## config.mk

```make
export PLATFORM = sky130hd
export DESIGN_NAME = bus_slave_responder_flat
export DESIGN_NICKNAME = d
export VERILOG_FILES = /design/src/rtl/bus_slave_responder_if.sv /design/src/rtl/bus_slave_responder.sv /design/src/flat_wrapper.sv
export SDC_FILE = /design/constraint.sdc
export NUM_CORES = 1
export LEC_CHECK = 0
export BUFFER_PORTS_ARGS = -buffer_cell sky130_fd_sc_hd__buf_2
export CORE_ASPECT_RATIO = 1.2
export CORE_UTILIZATION = 62
export DETAILED_ROUTE_END_ITERATION = 12
export GPL_TIMING_DRIVEN = 0
export MAX_ROUTING_LAYER = met4
export PLACE_DENSITY = 0.79
export SYNTH_ARGS = -nofsm -noshare
export SYNTH_HDL_FRONTEND = slang
export SYNTH_SLANG_ARGS = --single-unit
```

## constraint.sdc

```tcl
create_clock -name clk -period 3.3 [get_ports clk]
set_input_delay 0.66 -clock clk [delete_from_list [all_inputs] [get_ports clk]]
set_output_delay 0.66 -clock clk [all_outputs]
set_load 0.005 [all_outputs]
```

## src/rtl/bus_slave_responder_if.sv

```systemverilog
`default_nettype none
// ============================================================================
// Module   : bus_slave_responder_if
// Brief    : Controller-to-slave transfer signals for one slave select.
// Revision : 1.0
// ============================================================================
interface bus_slave_responder_if #(
    parameter int ADDR_W = 8,
    parameter int DATA_W = 8
);
    logic              sel;
    logic              master_id;
    logic              read_write;
    logic [ADDR_W-1:0] addr;
    logic [DATA_W-1:0] wdata;
    logic [DATA_W-1:0] rdata;
    logic              ready;
    logic [1:0]        response;
    logic              split;
    logic              split_master;

    modport master (
        output sel, master_id, read_write, addr, wdata,
        input  rdata, ready, response, split, split_master
    );

    modport slave (
        input  sel, master_id, read_write, addr, wdata,
        output rdata, ready, response, split, split_master
    );
endinterface
`default_nettype wire

```

## src/rtl/bus_slave_responder.sv

```systemverilog
`default_nettype none
// ============================================================================
// Module   : bus_slave_responder
// Brief    : Shared-bus slave with local memory, wait states, ERROR/SPLIT/RETRY.
// Revision : 1.0
// ============================================================================
module bus_slave_responder #(
    parameter int ADDR_W      = 8,
    parameter int DATA_W      = 8,
    parameter int MEM_DEPTH   = 64,
    parameter int WAIT_CYCLES = 2,
    parameter int SPLIT_BASE  = 48,
    parameter int SPLIT_LAT   = 6
) (
    input  wire logic            clk,
    input  wire logic            rst,
    bus_slave_responder_if.slave bus
);

    localparam int               c_IDX_W     = (MEM_DEPTH > 1) ? $clog2(MEM_DEPTH) : 1;
    localparam logic [ADDR_W:0]  c_DEPTH     = (ADDR_W+1)'(MEM_DEPTH);
    localparam logic [ADDR_W:0]  c_SBASE     = (ADDR_W+1)'(SPLIT_BASE);
    localparam logic [3:0]       c_WAIT_INIT = (WAIT_CYCLES > 0) ? 4'(WAIT_CYCLES - 1) : 4'd0;
    localparam logic [7:0]       c_SPLIT_LAT = 8'(SPLIT_LAT);
    localparam logic [1:0]       c_OKAY      = 2'b00;
    localparam logic [1:0]       c_ERROR     = 2'b01;
    localparam logic [1:0]       c_RETRY     = 2'b10;
    localparam logic [1:0]       c_SPLIT     = 2'b11;

    typedef enum logic [3:0] {
        S_IDLE = 4'd0,
        S_WAIT = 4'd1,
        S_DONE = 4'd2,
        S_ERR1 = 4'd3,
        S_ERR2 = 4'd4,
        S_SPL1 = 4'd5,
        S_SPL2 = 4'd6,
        S_RTY1 = 4'd7,
        S_RTY2 = 4'd8
    } state_t;

    state_t              r_state;
    state_t              w_state_nxt;
    logic [3:0]          r_wcnt;
    logic [3:0]          w_wcnt_nxt;
    logic [7:0]          r_scnt;
    logic                r_pend;
    logic                r_owner;
    logic [ADDR_W-1:0]   r_spl_addr;
    logic [c_IDX_W-1:0]  r_addr;
    logic [DATA_W-1:0]   r_wdata;
    logic                r_rw;
    logic                r_ready;
    logic [1:0]          r_resp;
    logic                r_split;
    logic                r_split_master;
    logic [DATA_W-1:0]   r_rdata;
    logic [DATA_W-1:0]   r_mem [MEM_DEPTH];

    logic                w_take;
    logic                w_spl_start;
    logic                w_pend_clr;
    logic                w_ready_nxt;
    logic [1:0]          w_resp_nxt;
    logic                w_oor;
    logic                w_slow;
    logic                w_owner_match;
    logic                w_release;
    logic                w_in_idle;
    logic [c_IDX_W-1:0]  w_idx;
    logic                w_acc_wr;
    logic [DATA_W-1:0]   w_acc_wdata;
    logic                w_done_nxt;

    assign w_oor         = ({1'b0, bus.addr} >= c_DEPTH);
    assign w_slow        = ({1'b0, bus.addr} >= c_SBASE);
    assign w_owner_match = (bus.master_id == r_owner) && (bus.addr == r_spl_addr);
    assign w_release     = r_pend && (r_scnt == 8'd1);

    // A zero-wait transfer reaches DONE straight from IDLE, so the access
    // must use the live bus fields rather than the latched copies.
    assign w_in_idle   = (r_state == S_IDLE);
    assign w_idx       = w_in_idle ? bus.addr[c_IDX_W-1:0] : r_addr;
    assign w_acc_wr    = w_in_idle ? bus.read_write : r_rw;
    assign w_acc_wdata = w_in_idle ? bus.wdata : r_wdata;
    assign w_done_nxt  = (w_state_nxt == S_DONE);

    always_comb begin
        w_state_nxt = r_state;
        w_wcnt_nxt  = r_wcnt;
        w_take      = 1'b0;
        w_spl_start = 1'b0;
        w_pend_clr  = 1'b0;
        w_ready_nxt = 1'b1;
        w_resp_nxt  = c_OKAY;
        case (r_state)
            S_IDLE: begin
                if (bus.sel) begin
                    if (w_oor) begin
                        w_state_nxt = S_ERR1;
                    end else if (r_pend && !w_owner_match) begin
                        w_state_nxt = S_RTY1;
                    end else if (w_slow && !r_pend) begin
                        w_state_nxt = S_SPL1;
                        w_spl_start = 1'b1;
                    end else begin
                        w_take     = 1'b1;
                        w_pend_clr = r_pend;
                        if (WAIT_CYCLES == 0) begin
                            w_state_nxt = S_DONE;
                        end else begin
                            w_state_nxt = S_WAIT;
                            w_wcnt_nxt  = c_WAIT_INIT;
                        end
                    end
                end
            end
            S_WAIT: begin
                if (r_wcnt == 4'd0) w_state_nxt = S_DONE;
                else                w_wcnt_nxt  = r_wcnt - 4'd1;
            end
            S_ERR1:  w_state_nxt = S_ERR2;
            S_SPL1:  w_state_nxt = S_SPL2;
            S_RTY1:  w_state_nxt = S_RTY2;
            default: w_state_nxt = S_IDLE;
        endcase

        case (w_state_nxt)
            S_WAIT:  begin w_ready_nxt = 1'b0; w_resp_nxt = c_OKAY;  end
            S_ERR1:  begin w_ready_nxt = 1'b0; w_resp_nxt = c_ERROR; end
            S_ERR2:  begin w_ready_nxt = 1'b1; w_resp_nxt = c_ERROR; end
            S_SPL1:  begin w_ready_nxt = 1'b0; w_resp_nxt = c_SPLIT; end
            S_SPL2:  begin w_ready_nxt = 1'b1; w_resp_nxt = c_SPLIT; end
            S_RTY1:  begin w_ready_nxt = 1'b0; w_resp_nxt = c_RETRY; end
            S_RTY2:  begin w_ready_nxt = 1'b1; w_resp_nxt = c_RETRY; end
            default: begin w_ready_nxt = 1'b1; w_resp_nxt = c_OKAY;  end
        endcase
    end

    always_ff @(posedge clk) begin
        if (!rst) begin
            r_state <= S_IDLE;
            r_wcnt  <= 4'd0;
        end else begin
            r_state <= w_state_nxt;
            r_wcnt  <= w_wcnt_nxt;
        end
    end

    always_ff @(posedge clk) begin
        if (!rst) begin
            r_scnt         <= 8'd0;
            r_pend         <= 1'b0;
            r_owner        <= 1'b0;
            r_spl_addr     <= '0;
            r_addr         <= '0;
            r_wdata        <= '0;
            r_rw           <= 1'b0;
            r_ready        <= 1'b1;
            r_resp         <= c_OKAY;
            r_split        <= 1'b0;
            r_split_master <= 1'b0;
            r_rdata        <= '0;
        end else begin
            r_ready <= w_ready_nxt;
            r_resp  <= w_resp_nxt;
            r_split <= w_release;
            if (w_release) r_split_master <= r_owner;
            if (w_take) begin
                r_addr  <= bus.addr[c_IDX_W-1:0];
                r_wdata <= bus.wdata;
                r_rw    <= bus.read_write;
            end
            if (w_done_nxt && !w_acc_wr) r_rdata <= r_mem[w_idx];
            // Counter parks at zero after release until the owner re-issues.
            if (w_spl_start) begin
                r_pend     <= 1'b1;
                r_owner    <= bus.master_id;
                r_spl_addr <= bus.addr;
                r_scnt     <= c_SPLIT_LAT;
            end else if (w_pend_clr) begin
                r_pend <= 1'b0;
                r_scnt <= 8'd0;
            end else if (r_pend && (r_scnt != 8'd0)) begin
                r_scnt <= r_scnt - 8'd1;
            end
        end
    end

    always_ff @(posedge clk) begin
        if (rst && w_done_nxt && w_acc_wr) r_mem[w_idx] <= w_acc_wdata;
    end

    assign bus.ready        = r_ready;
    assign bus.response     = r_resp;
    assign bus.split        = r_split;
    assign bus.split_master = r_split_master;
    assign bus.rdata        = r_rdata;

endmodule
`default_nettype wire

```

## src/flat_wrapper.sv

```systemverilog
// flat-port wrapper written by rule: the top's interface ports become plain ports
module bus_slave_responder_flat 
#(
    parameter int ADDR_W      = 8,
    parameter int DATA_W      = 8,
    parameter int MEM_DEPTH   = 64,
    parameter int WAIT_CYCLES = 2,
    parameter int SPLIT_BASE  = 48,
    parameter int SPLIT_LAT   = 6
)
  (clk, rst, bus_sel, bus_master_id, bus_read_write, bus_addr, bus_wdata, bus_rdata, bus_ready, bus_response, bus_split, bus_split_master);
  bus_slave_responder_if #(.ADDR_W(ADDR_W), .DATA_W(DATA_W)) bus_i ();
  input  wire logic clk;
  input  wire logic rst;
  input wire logic [$bits(bus_i.sel)-1:0] bus_sel;
  input wire logic [$bits(bus_i.master_id)-1:0] bus_master_id;
  input wire logic [$bits(bus_i.read_write)-1:0] bus_read_write;
  input wire logic [$bits(bus_i.addr)-1:0] bus_addr;
  input wire logic [$bits(bus_i.wdata)-1:0] bus_wdata;
  output wire logic [$bits(bus_i.rdata)-1:0] bus_rdata;
  output wire logic [$bits(bus_i.ready)-1:0] bus_ready;
  output wire logic [$bits(bus_i.response)-1:0] bus_response;
  output wire logic [$bits(bus_i.split)-1:0] bus_split;
  output wire logic [$bits(bus_i.split_master)-1:0] bus_split_master;
  assign bus_i.sel = bus_sel;
  assign bus_i.master_id = bus_master_id;
  assign bus_i.read_write = bus_read_write;
  assign bus_i.addr = bus_addr;
  assign bus_i.wdata = bus_wdata;
  assign bus_rdata = bus_i.rdata;
  assign bus_ready = bus_i.ready;
  assign bus_response = bus_i.response;
  assign bus_split = bus_i.split;
  assign bus_split_master = bus_i.split_master;
  bus_slave_responder #(.ADDR_W(ADDR_W), .DATA_W(DATA_W), .MEM_DEPTH(MEM_DEPTH), .WAIT_CYCLES(WAIT_CYCLES), .SPLIT_BASE(SPLIT_BASE), .SPLIT_LAT(SPLIT_LAT)) u_core (.clk(clk), .rst(rst), .bus(bus_i));
endmodule
```

# Word-level counts from Yosys, hierarchy flattened

Memory sizes are Yosys's and may differ from the RTL's. A register that Yosys moved wholly into a read port is not among the register bits.
Index checks and enable logic that the tools add are counted.

Input bits: 21
Memories kept: 1
Memory bits (writable): 512
Output and inout port bits: 13
Logic and storage cells: 103
Flip-flop bits (word level): 46

Equality and inequality tests: 20
Reduce and logical (&&, ||, !) cells: 24
Multiplexer cells: 39
Magnitude comparators: 2
Add/subtract/negate cells: 2
Bitwise operators: 1

Memories:

| name         | words | bits a word | rd ports | clocked after Yosys merged registers in | wr ports | RTL line                  | text |
|---|---|---|---|---|---|---|---|
| u_core.r_mem | 64    | 8           | 1        | 1                                       | 1        | bus_slave_responder.sv:58 | `logic [DATA_W-1:0] r_mem [MEM_DEPTH];` |

Operators by type and width:

| operator            | count |
|---|---|
| $mux 4              | 9 |
| $eq 4x3->1 const B  | 6 |
| $mux 1              | 21 |
| $pmux 4 s5          | 1 |
| $eq 4x2->1 const B  | 3 |
| $mux 3              | 4 |
| $ne 2x2->1 const B  | 5 |
| $eq 4x1->1 const B  | 2 |
| $eq 8x1->1 const B  | 1 |
| $eq 8x8->1          | 1 |
| $ge 8x6->1 const B  | 1 |
| $ge 8x7->1 const B  | 1 |
| $logic_and 1x1->1   | 8 |
| $logic_not 4->1     | 2 |
| $mux 8              | 1 |
| $pmux 4 s2          | 1 |
| $reduce_bool 8->1   | 1 |
| $sub 8x1->8 const B | 1 |
| $mux 6              | 1 |
| $pmux 2 s3          | 1 |
| $reduce_and 6->1    | 1 |
| $reduce_or 2->1     | 3 |
| $eq 4x4->1 const B  | 1 |
| $logic_not 1->1     | 4 |
| other kinds (7)     | 8 |

# Logic depth before layout (Yosys ltp)

Word-level depth: 13
Mapped depth: 11
Mapped depth without buffers: 7

# Worst setup path before layout

Ideal clock, no wire load.

Path type: in2reg
From: input bus_addr[0]
To: memory u_core.r_mem[11][0], enable pin
Buffers on the path: 3
Arrival time: 2374 ps
Stages on the path: 7
Library setup time: 370 ps
Data required time: 2930 ps
Setup slack: 556 ps
Path through: clkbuf_1 nand3b_1 mux2i_1 clkbuf_1 clkbuf_1 nand2_1 nor2_1

Word-level cells in the longest chain between the ends: 13
Elaborated cells on any way between the ends: 18
Those cells by class: order compare: 2; eq/ne: 2; mux: 8; reduce/logical: 6

RTL lines:

| item                                                                | RTL line                  | text |
|---|---|---|
| start, declared                                                     | flat_wrapper.sv:18        | `input wire logic [$bits(bus_i.addr)-1:0] bus_addr;` |
| parallel branches: the longest is 13 deep, another holds $ge 8x6->1 | n/a                       |  |
| end, declared                                                       | bus_slave_responder.sv:58 |  |

Several ways; the timed one is not identified.

# Worst setup path in the final report

From: register u_core.r_state[2]
To: register u_core.r_rdata[4], in the netlist u_core.bus.rdata[4] (read register of u_core.r_mem)

Word-level cells in the longest chain between the ends: 4
Elaborated cells on any way between the ends: 13
Those cells by class: eq/ne: 5; mux: 5; reduce/logical: 3

RTL lines:

| item                                          | RTL line                                              | text |
|---|---|---|
| start, declared                               | bus_slave_responder.sv:42                             | `state_t r_state;` |
| start signal, assigned                        | bus_slave_responder.sv:145                            | `r_state <= w_state_nxt;` |
| $eq 4x3->1 (tied with other cells)            | bus_slave_responder.sv:96                             | `case (r_state)` |
| $pmux 4 s5 or $mux 1 (tied branches)          | bus_slave_responder.sv:96, bus_slave_responder.sv:84  |  |
| $eq 4x2->1 or $logic_not 1->1 (tied branches) | bus_slave_responder.sv:86, bus_slave_responder.sv:174 |  |
| $logic_and 1x1->1                             | bus_slave_responder.sv:174                            | `if (w_done_nxt && !w_acc_wr) r_rdata <= r_mem[w_idx];` |
| end, declared                                 | bus_slave_responder.sv:57                             | `logic [DATA_W-1:0] r_rdata;` |

Several ways; a longest one is shown, not always the timed one.
A chain may end at the register's enable or synchronous reset.

==> results.cfg <==
[power_and_ir_drop]
switching_power_uw = 3644
vdd_drop_max_mv = 0.4256
internal_power_uw = 11640
pwr-share-clk = 0.382
p_leak_uw = 0.007567
p_seq_frac = 0.527
switching_share = 0.2384
combPwrFrac = 0.091
powerDensity_nw_per_um2 = 627.9

[global_routing]
grt_first_pass_wirelength_um = 81180
grt_pass1_vias = 12850
grt_use_total = 0.3378
gr-usage-met1 = 0.4046
grt_max_degree = 65
grt_use_met3 = 0.08481
grt_use_met2 = 0.5238
globalRoute.totalOverflow = 0
busiest_layer = met2
antenna_found_initial = 1

[timing]
layout_setup_ws_ps = -125.3
holdWs_ps = 343.1
finalCritPeriodShare = 1.038
hold_violations = 0
finalSetupViolCount = 127
final.min_clock_period_ps = 3425
max_freq_mhz = 291.9
tightest_slew_ps = 1414
rsz0062_at_grt = true
finClkSkew_ps = 18.35
slew-limit-headroom = 0.05737
slew_violations = 0

[placed_design]
gp_congestion = 0.9366
port_buffers = 32
place_ws_ps = -1427
dp_hpwl_um = 34910

[run_status]
violations = setup timing
status = finished with violations

[clocking]
cts.sinks = 566
clk_latency_ps = 590
htree_levels = 2
cts_buffers = 52
clk_path_buf_depth = 3
clk_pin_slew_worst_paths_ps = 60
cts_tree = built
cts_hold_buf = 0
root_buffer = clkbuf_16

[finish]
drive_gt1_frac = 0.1903
area_growth_pct = 14.23
num-nets-final = 1436
n_fill_cell = 2005

[detailed_routing]
vias = 13370
drc = 0
avgViaCountPerCell = 7.009
ant_nets = 0
totalWireLength_um = 57000
dr.pass1.iters = 6
wl_per_cell_um = 29.89
drt_iter0_markers = 1947

[yosys]
netlist_area_sq_um = 21310
syn_area_per_cell_sq_um = 16.08
synth.top_cell.area_share = 0.7216
synth-main-ff-cell = edfxtp_1
synth_cell_types = 47
synth_async_sr_flop_share = 0
yosys.area.top_type = edfxtp_1
synth_cells = 1325
yosys_warnings = 0
synth_edf_count = 512
synthTopCellsByArea = edfxtp_1, dfxtp_1, a22oi_1, a22o_1, a221oi_1
seq_area_frac_synth = 0.7723
synth_nets = 1350
synth_seq_cells = 566

[run]
max_cap_viol_count = 0

[setup_path]
criticalPathCategory = register to register
critPathMaxFanout = 10
cp.arrival_ps = 3870
end_kind = register
rr_worst_depth = 10
start_kind = register
worstReg2RegEnd = u_core.bus.rdata[4]$_SDFFE_PN0P_
required_ps = 3740
r2r_slack_ps = -130
crit-reg2reg-launch = u_core.r_state[2]$_SDFF_PN0_

[floorplan]
start_util = 0.6271
io_pins = 34
die_w_um = 171.2
coreArea_sq_um = 33980
rows = 74
fp.dieH_um = 205.1
die-area_sq_um = 35120

[worst_hold_path]
hp-start = bus_wdata[2]
hold_class = input pin to register
holdPathEnd = u_core.r_wdata[2]$_SDFFE_PN0P_
hold_path_depth = 3
-- registers in the layout (all words and copies together), names as in the netlist, 2 cells and up --
signal	flops
u_core.r_wdata	8
u_core.r_scnt	8
u_core.r_spl_addr	8
u_core.r_state	4
u_core.r_mem	512
u_core.bus.rdata	8
u_core.r_addr	6
u_core.bus.response	2
u_core.r_wcnt	4
-- worst max-delay path: stages, from the launching register on --
cell	delay (ps)
dfxtp_1	290
buf_2	160
nor4_4	420
buf_6	230
buf_4	180
mux2_2	370
nand2_1	330
clkbuf_2	520
a31oi_1	140
nor4_2	460
a31oi_1	170
-- Yosys cell counts, drive strengths merged, types with 2 or more instances --
library cell,instances
edfxtp,512
a22oi,128
nor2,98
a31oi,72
a221oi,64
a22o,64
dfxtp,54
buf,53
nand2,50
clkbuf,36
o21ai,30
nand3,26
nor3,21
a21oi,15
mux2,13
xor2,12
nor4,10
nand3b,9
mux2i,7
nor3b,7
inv,6
nand2b,6
xnor2,5
and3,4
ha,4
and2,2
nand4b,2
o21a,2
or3,2
-- cell usage in the layout, fill, tap and decap left out, types with 7 or more instances in the layout --
cell	n
nor2_1	33
a22oi_1	128
buf_2	66
mux2i_1	7
nor3_1	20
dfxtp_1	54
mux2_2	13
xor2_1	12
a21oi_1	15
a221oi_1	56
nor3b_1	7
clkbuf_16	53
clkinv_2	7
buf_1	11
a221oi_2	8
nand2_2	7
clkbuf_1	26
nor2_4	59
nand3_1	26
clkbuf_2	14
nor4_4	7
a22o_1	64
o21ai_0	29
a31oi_1	66
nand3b_1	9
nand2_1	41
clkinv_1	14
edfxtp_1	512
-- power by group through the flow --
stage | clock network [uW] | logic (uW) | registers, uW
3_3_place_gp | 0 | 1190 | 8200
5_1_grt | 6080 | 1430 | 8050
6_report | 5850 | 1380 | 8050
4_1_cts | 5810 | 1290 | 8050
3_5_place_dp | 0 | 1230 | 8210
2_1_floorplan | 0 | 726 | 8190
-- how the worst max path moves through the flow --
stage / startpoint / to / slack (ps)
2_1_floorplan: bus_addr[0] / u_core.r_mem[11][0]$_DFFE_PP_ / 560
3_3_place_gp: bus_addr[1] / u_core.r_mem[27][2]$_DFFE_PP_ / -1280
3_5_place_dp: bus_addr[1] / u_core.r_mem[27][3]$_DFFE_PP_ / -1430
4_1_cts: u_core.r_state[2]$_SDFF_PN0_ / u_core.r_mem[36][0]$_DFFE_PP_ / 4
5_1_grt: u_core.r_state[2]$_SDFF_PN0_ / u_core.r_mem[23][0]$_DFFE_PP_ / -180
6_report: u_core.r_state[2]$_SDFF_PN0_ / u_core.bus.rdata[4]$_SDFFE_PN0P_ / -130
-- cell type report --
type	instances	area, sq um	area share
Tap cell	456	570.5	0.02344
Clock inverter	32	267.8	0.01100
Clock buffer	61	1356	0.05572
Antenna cell	1	2.502	0.0001028
Inverter	7	26.28	0.001080
Buffer	89	454.2	0.01866
Multi-Input combinational cell	663	5046	0.2073
Sequential cell	566	16460	0.6761
Timing Repair Buffer	32	160.2	0.006580
-- cells by family (layout without fill, tap and decap cells) --
group / count (synthesis) / in the layout / share of synthesized area
AO/OA/AOI/OAI: 381 / 381 / 0.1344
XOR/XNOR: 17 / 17 / 0.006988
adder cells (fa/ha/maj): 4 / 4 / 0.002349
buffers and inverters: 96 / 221 / 0.02079
flip-flops: 566 / 566 / 0.7723
multiplexers: 20 / 20 / 0.01016
other: 0 / 1 / 0
AND/OR/NAND/NOR: 241 / 241 / 0.05302
-- per-stage QoR --
| stage | std cells | util | total power, uW | TNS [ps] | instance area [sq um] |
|---|---|---|---|---|---|
| finish | 1907 | 0.7163 | 15280 | -3591 | 24340 |
| global route | 1907 | 0.7163 | 15560 | -12040 | 24340 |
| CTS | 1906 | 0.7084 | 15150 | 0 | 24070 |
| detailed placement | 1813 | 0.6486 | 9434 | -387770 | 22040 |
| global placement | 1813 | 0.6486 | 9391 | -337250 | 22040 |
| floorplan | 1325 | - | 8915 | 0 | 21310 |
-- what timing repair did --
action	4_1_cts	5_1_grt
gates resized for setup	129	59
endpoints found under the setup margin	520	303
setup buffers	0	0
gates cloned	0	0
-- metal layers --
metal  share of wire  wire [um]
met5               0          0
met4           0.060       3410
met3            0.12       6686
met2            0.48      27330
met1            0.34      19580
No activity file was read; power rests on OpenSTA's default activity.
